==> config.mk <==
export PLATFORM = sky130hd
export DESIGN_NAME = julia_pixel_scheduler
export DESIGN_NICKNAME = d
export VERILOG_FILES = /design/src/rtl/julia_pixel_scheduler.sv
export SDC_FILE = /design/constraint.sdc
export NUM_CORES = 1
export LEC_CHECK = 0
export ABC_AREA = 1
export CORE_MARGIN = 3
export CORE_UTILIZATION = 50
export CTS_CLUSTER_SIZE = 24
export DETAILED_ROUTE_END_ITERATION = 6
export MAX_ROUTING_LAYER = met4
export PLACE_DENSITY = 0.75
export SETUP_SLACK_MARGIN = 0.5
export SYNTH_ARGS = -nofsm -noshare
export SYNTH_HDL_FRONTEND = slang
export SYNTH_SLANG_ARGS = --single-unit
==> constraint.sdc <==
create_clock -name clk_i -period 7.4 [get_ports clk_i]
set_clock_uncertainty 0.2 [all_clocks]
set_input_delay 1.11 -clock clk_i [delete_from_list [all_inputs] [get_ports clk_i]]
set_output_delay 1.11 -clock clk_i [all_outputs]
set_load 0.02 [all_outputs]
==> src/rtl/julia_pixel_scheduler.sv <==
// rtl/julia_pixel_scheduler.sv - walks a frame of pixel coordinates through an iteration core
//
// Scans an H_RES x V_RES frame in raster order. For each pixel it hands the
// complex coordinate (core_zx_o, core_zy_o) to a downstream iteration core and
// waits for its result. It then streams the iteration count out on a
// valid/ready pixel interface.
//
// Ports:
//   clk_i, rst_i             clock, asynchronous active-high reset
//   frame_start_i            one-cycle frame request (honoured only when idle)
//   x_min_i, y_max_i, step_i frame origin (column 0 real, row 0 imaginary) and step
//   core_start_o             one-cycle start pulse to the core
//   core_zx_o, core_zy_o     coordinate presented to the core
//   core_done_i, core_iter_i core result; done is level-held until the next start
//   pix_valid_o, pix_ready_i result stream handshake
//   pix_iter_o, pix_last_o   iteration count, last-pixel-of-frame flag
//   pix_col_o, pix_row_o     pixel position (only with JULIA_SCHED_COORD_EN)
//   busy_o                   high while a frame is in progress
//   frame_done_o             one-cycle pulse after the last pixel is accepted
//
// Optional feature macro: JULIA_SCHED_COORD_EN adds pix_col_o / pix_row_o.

`timescale 1ns/1ps

module julia_pixel_scheduler #(
    parameter int H_RES           = 640,
    parameter int V_RES           = 480,
    parameter int INTEGER_BITS    = 8,
    parameter int FRACTIONAL_BITS = 24,
    parameter int MAX_ITER_WIDTH  = 16,
    localparam int DATA_WIDTH     = INTEGER_BITS + FRACTIONAL_BITS,
    localparam int COL_W          = (H_RES > 1) ? $clog2(H_RES) : 1,
    localparam int ROW_W          = (V_RES > 1) ? $clog2(V_RES) : 1
) (
    input  logic                      clk_i,
    input  logic                      rst_i,
    input  logic                      frame_start_i,
    input  logic [DATA_WIDTH-1:0]     x_min_i,
    input  logic [DATA_WIDTH-1:0]     y_max_i,
    input  logic [DATA_WIDTH-1:0]     step_i,
    output logic                      core_start_o,
    output logic [DATA_WIDTH-1:0]     core_zx_o,
    output logic [DATA_WIDTH-1:0]     core_zy_o,
    input  logic                      core_done_i,
    input  logic [MAX_ITER_WIDTH-1:0] core_iter_i,
    output logic                      pix_valid_o,
    input  logic                      pix_ready_i,
    output logic [MAX_ITER_WIDTH-1:0] pix_iter_o,
    output logic                      pix_last_o,
`ifdef JULIA_SCHED_COORD_EN
    output logic [COL_W-1:0]          pix_col_o,
    output logic [ROW_W-1:0]          pix_row_o,
`endif
    output logic                      busy_o,
    output logic                      frame_done_o
);

    typedef enum logic [1:0] {
        IDLE   = 2'd0,
        ISSUE  = 2'd1,
        WAIT   = 2'd2,
        OUTPUT = 2'd3
    } state_t;

    state_t                state;
    logic [COL_W-1:0]      col;
    logic [ROW_W-1:0]      row;
    logic [DATA_WIDTH-1:0] zx;
    logic [DATA_WIDTH-1:0] zy;
    logic [DATA_WIDTH-1:0] x_min_q;
    logic [DATA_WIDTH-1:0] y_max_q;
    logic [DATA_WIDTH-1:0] step_q;

    logic col_end;
    logic last_pos;

    assign col_end  = (col == COL_W'(H_RES - 1));
    assign last_pos = col_end && (row == ROW_W'(V_RES - 1));

    // zx/zy only move on the output handshake, so the core sees a stable
    // coordinate from ISSUE through WAIT.
    assign core_zx_o = zx;
    assign core_zy_o = zy;

`ifdef JULIA_SCHED_COORD_EN
    assign pix_col_o = col;
    assign pix_row_o = row;
`endif

    always_ff @(posedge clk_i or posedge rst_i) begin
        if (rst_i) begin
            state        <= IDLE;
            col          <= '0;
            row          <= '0;
            zx           <= '0;
            zy           <= '0;
            x_min_q      <= '0;
            y_max_q      <= '0;
            step_q       <= '0;
            core_start_o <= 1'b0;
            pix_valid_o  <= 1'b0;
            pix_iter_o   <= '0;
            pix_last_o   <= 1'b0;
            busy_o       <= 1'b0;
            frame_done_o <= 1'b0;
        end else begin
            core_start_o <= 1'b0;
            frame_done_o <= 1'b0;
            case (state)
                IDLE: begin
                    if (frame_start_i) begin
                        x_min_q      <= x_min_i;
                        y_max_q      <= y_max_i;
                        step_q       <= step_i;
                        col          <= '0;
                        row          <= '0;
                        zx           <= x_min_i;
                        zy           <= y_max_i;
                        core_start_o <= 1'b1;
                        busy_o       <= 1'b1;
                        state        <= ISSUE;
                    end
                end
                ISSUE: begin
                    // core_done_i deliberately ignored here: it may still be
                    // the level-held answer for the previous pixel.
                    state <= WAIT;
                end
                WAIT: begin
                    if (core_done_i) begin
                        pix_iter_o  <= core_iter_i;
                        pix_last_o  <= last_pos;
                        pix_valid_o <= 1'b1;
                        state       <= OUTPUT;
                    end
                end
                OUTPUT: begin
                    if (pix_ready_i) begin
                        pix_valid_o <= 1'b0;
                        pix_last_o  <= 1'b0;
                        if (last_pos) begin
                            // Park the position back at the frame origin.
                            col          <= '0;
                            row          <= '0;
                            zx           <= x_min_q;
                            zy           <= y_max_q;
                            busy_o       <= 1'b0;
                            frame_done_o <= 1'b1;
                            state        <= IDLE;
                        end else begin
                            if (col_end) begin
                                col <= '0;
                                zx  <= x_min_q;
                                row <= row + ROW_W'(1);
                                zy  <= zy - step_q;
                            end else begin
                                col <= col + COL_W'(1);
                                zx  <= zx + step_q;
                            end
                            core_start_o <= 1'b1;
                            state        <= ISSUE;
                        end
                    end
                end
                default: state <= IDLE;
            endcase
        end
    end

endmodule

After elaboration in Yosys (flattened, before gate mapping)
Cells that the tools add are included.
{ "word_totals": {"reg_bits": 202, "elab_cells": 80, "in_bits": 117, "out_inout_bits": 85} }
{ "op_classes": {"n_reduce_logical": 11, "n_mux": 41, "eq_ne": 10, "add_sub_neg": 4} }
{ "op_table": {"columns": ["op", "count"], "rows": [
  ["$mux 32", 8],
  ["$pmux 32 s2", 2],
  ["$mux 10", 4],
  ["$mux 9", 4],
  ["$add 32x32->32", 1],
  ["$sub 32x32->32", 1],
  ["$pmux 10 s2", 1],
  ["$pmux 9 s2", 1],
  ["$mux 1", 13],
  ["$add 10x1->10 const B", 1],
  ["$eq 10x10->1 const B", 1],
  ["$add 9x1->9 const B", 1],
  ["$eq 9x9->1 const B", 1],
  ["$reduce_and 3->1", 3],
  ["$ne 2x2->1 const B", 4],
  ["$pmux 1 s2", 4],
  ["$pmux 2 s4", 1],
  ["$reduce_and 4->1", 2],
  ["$mux 2", 3],
  ["$eq 2x2->1 const B", 2],
  ["$reduce_and 2->1", 2],
  ["$reduce_bool 2->1", 2],
  ["$ne 3x3->1 const B", 1],
  ["$eq 2x1->1 const B", 1],
  ["2 further kinds", 2]
]} }

Depth between registers and ports, before layout
{ "logic_depth": {"depth_word": 5, "mapped_depth": 15, "mapped_depth_nobuf": 15} }

Worst setup path after synthesis
OpenSTA, ideal clock, no wires.
{ "synth_timing": {"path_kind": "input -> register", "start": "input pix_ready_i", "end": "register zx[16], in the netlist core_zx_o[16]", "setup_time_ns": 0.123, "path_stages": 9, "path_slack_ns": 4.973, "path_buffers": 2, "required_ns": 7.077, "arrival_time_ns": 2.104, "path_cell_list": "inv_1 -> nand2_1 -> nand2_1 -> nor2_4 -> inv_2 -> buf_2 -> buf_2 -> a22oi_1 -> nand2_1"} }
{ "synth_between": {"elab_chain_len": 2} }
{ "synth_lines": {"columns": ["element", "line", "rtl"], "rows": [
  ["start: declaration", "47", "input logic pix_ready_i,"],
  ["$ne 2x2->1 (no source line)", null, null],
  ["$reduce_and 3->1 (no source line)", null, null],
  ["end signal: assignment", "117", "zx <= x_min_i;"],
  ["end signal: assignment", "145", "zx <= x_min_q;"],
  ["end signal: assignment", "153", "zx <= x_min_q;"],
  ["end: declaration", "68", "logic [DATA_WIDTH-1:0] zx;"]
]} }
No other way between the ends.
A chain may end at the register's enable or synchronous reset.

Worst setup path after layout
{ "layout_timing": {"start": "input frame_start_i", "end": "register zy[7], in the netlist core_zy_o[7]"} }
{ "layout_between": {"elab_chain_len": 2} }
{ "layout_lines": {"columns": ["element", "line", "rtl"], "rows": [
  ["start: declaration", "37", "input logic frame_start_i,"],
  ["$ne 2x2->1 (no source line)", null, null],
  ["$reduce_and 4->1 (no source line)", null, null],
  ["end signal: assignment", "118", "zy <= y_max_i;"],
  ["end signal: assignment", "146", "zy <= y_max_q;"],
  ["end signal: assignment", "155", "zy <= zy - step_q;"],
  ["end: declaration", "69", "logic [DATA_WIDTH-1:0] zy;"]
]} }
No other way between the ends.

==> out/metrics.csv <==
metric,value,unit
async_reset_ff_frac,1.000,
slowest_delay,0.83,ns
cp_max_fo,54,
gp_congestion,0.9266,
worst_pin_slew,0.9448,ns
cts_max_level,1,
cp_data_arrival_time,3.91,ns
die_y,169.1,um
syn_to_final_growth,22.72,%
synth_area,13290,um^2
power_density,508.4,nW/um^2
yosys-top-cells-area,"dfrtp_1 (38%), nand2_1 (21%), inv_1 (7.7%), ha_1 (6.3%), o21ai_0 (4.8%)",
boundaryPins,202,
nFillCells,2462,
cts.clk_slew.worst_paths,0.06,ns
core_area,26060,um^2
track_usage,0.2879,
synth_area_per_cell,6.758,um^2
tns,0,ns
crit_type,in2reg,
maxSlewViolCount,0,
p_seq_frac,0.240,
min_period,3.662,ns
relSlewSlack,0.3692,
finish.utilization,0.6260,
start_util,0.5101,
first_iter_violations,1024,
drive_gt1_frac,0.02960,
hp-class,reg2reg,
vias,13150,
cts_tree,yes,
startpoint_type,input pin,
intPower,4.166,mW
die_area,28580,um^2
clockRootBuffer,clkbuf_16,
fmax,273.1,MHz
maxCapViolCount,0,
synth_cells,1967,
avgViaCountPerCell,5.268,
path_cells,clkdlybuf4s50_1 > inv_1 > nand2_1 > nand2_1 > nor2_4 > nand2_2 > inv_2 > nand2_2 > a21oi_1 > o21ai_0 > nand3_1,
synth_cell_type_count,44,
grt_pass1_wl,65180,um
finalCritPeriodShare,0.4949,
whs,0.2780,ns
cts.sinks,202,
crit_required,7.65,ns
synth_edf_count,0,
cp-end-kind,flip-flop,
postCtsHoldBufs,0,
yosysMostFrequentCell,nand2_1,
power_leakage,8.545,nW
overflow,0,
clockBufferDepth,3,
ys_warn_count,0,
switchingPower,4.127,mW
p_comb_frac,0.616,
seq_area_frac_synth,0.3803,
vdd_drop_max,290.4,uV
rsz0062_at_grt,no,
status,"finished, final reports clean",
syn_nets,2153,
synth_commonest_cells,"nand2_1 (746), inv_1 (273), dfrtp_1 (202)",
critPathTopFamily,buffers and inverters,
wire_per_inst,16.23,um
finalSetupViolCount,0,
numPortBuffers,201,
synth_top_cell_area_share,0.3803,
post_cts_buffers,0,
drt-total-wl,40540,um
crit_slowest_cell,inv_2,
antenna_cells,0,
firstDrtPassIters,7,
die_x,169.1,um
numCtsBuffers,24,
clk_latency,0.53,ns
sw_frac_of_total,0.4977,
hold_viol_final,0,
crit_buf_inv,3,
cts_resized,0,
grt_pass1_vias,12840,
ant_nets,0,
hpwl,30950,um
num-nets-final,2331,
std_cell_rows,59,
synth_top_cell_by_area,dfrtp_1,
clockPowerShare,0.144,
antenna_found_initial,0,
synth_flop_cell,dfrtp_1,
ys_ff_latch,202,
drc,0,
grt_max_degree,100,
## power by group through the flow
stage / combinational [mW] / sequential, mW / clock, mW
after global placement: 4.97 / 1.98 / 0
after CTS: 5.09 / 1.98 / 1.21
after detailed placement: 5.05 / 1.99 / 0
after floorplan: 3.38 / 2.10 / 0
final: 5.11 / 1.99 / 1.20
after global routing: 5.78 / 2.04 / 1.26
## cells by family after synthesis
kind of cell / count (synthesis) / share of synthesized area
adder cells (fa/ha/maj): 69 / 0.06608
buffers and inverters: 336 / 0.09949
multiplexers: 2 / 0.001506
AND/OR/NAND/NOR: 1031 / 0.3124
flip-flops: 202 / 0.3803
AO/OA/AOI/OAI: 302 / 0.1238
XOR/XNOR: 25 / 0.01647
## layer usage
metal / part of all wire / global-route usage / vias up
met5: 0 / - / -
met4: 0.023 / 0.07269 / 0
met3: 0.054 / 0.03106 / 61
met2: 0.47 / 0.4778 / 375
met1: 0.45 / 0.3812 / 6154
li1: - / - / 6563
## worst reg2reg max path, cell delays in order, from the launching register on
cell      delay (ns)
dfrtp_1         0.40
ha_1            0.68
clkinv_1        0.53
buf_4           0.40
nor2_4          0.68
inv_1           0.28
o21ai_0         0.26
mux2i_1         0.10
nand2_1         0.08
## flip-flops by register name (all words and copies together) (netlist names)
signal	flops
row	9
col	10
core_start_o	1
busy_o	1
state	2
pix_iter_o	16
core_zy_o	32
y_max_q	32
x_min_q	32
step_q	32
frame_done_o	1
core_zx_o	32
pix_last_o	1
pix_valid_o	1
## worst paths after layout
kind	slack, ns	startpoint	endpoint	cells after the start
min in group asynchronous	0.85	rst_i	x_min_q[4]	2
max in group asynchronous	4.88	rst_i	y_max_q[11]	3
worst max register to register	3.75	state[1]	core_zy_o[23]	8
worst max-delay path	3.74	frame_start_i	core_zy_o[7]	11
worst min-delay path	0.28	y_max_q[3]	y_max_q[3]	2
worst min register to register	0.28	y_max_q[3]	y_max_q[3]	2
## cells in the final DEF, fill, tap and decap left out, types with 2 or more instances in the layout
cell and instances:
clkbuf_16 25, nand4_1 9, a21oi_1 110, or2_1 2, nand2_1 745, bufinv_16 2
ha_1 67, clkinv_1 2, and2_1 2, nand3b_1 8, clkbuf_8 4, nand2_2 3
mux2i_1 2, nand3_1 91, o22ai_1 2, dfrtp_1 202, nor2_4 5, fa_1 2
a22oi_1 31, nor2_1 144, xor2_1 16, nor4_1 2, or2_2 2, clkinv_2 4
o21ai_0 128, o21ai_1 8, o21bai_1 6, nor3_1 10, clkbuf_1 7, inv_4 2
and3_1 3, inv_1 272, clkdlybuf4s50_1 201, xnor2_1 9, inv_2 4, nor3_2 2
a31oi_1 4, a21o_1 3, buf_4 6, o211ai_1 7
## per-stage QoR
step	total power, mW	area, um^2	cells	worst slack [ns]
5_1_grt	9.085	16310	2497	3.550
3_3_place_gp	6.952	15520	2454	3.344
6_report	8.293	16310	2497	3.738
3_5_place_dp	7.042	15520	2454	3.246
4_1_cts	8.281	16310	2497	3.779
2_1_floorplan	5.481	13290	1967	0.5793
## cell type report
cell class	count	area [um^2]	area share
clock inverter	7	87.58	0.005369
timing repair buffer	207	2057	0.1261
multi-input combinational	1429	6920	0.4242
clock buffer	36	706.9	0.04333
tap	335	419.2	0.02569
inverter	281	1067	0.06542
sequential	202	5055	0.3099
Power figures use the tool's default switching activity.
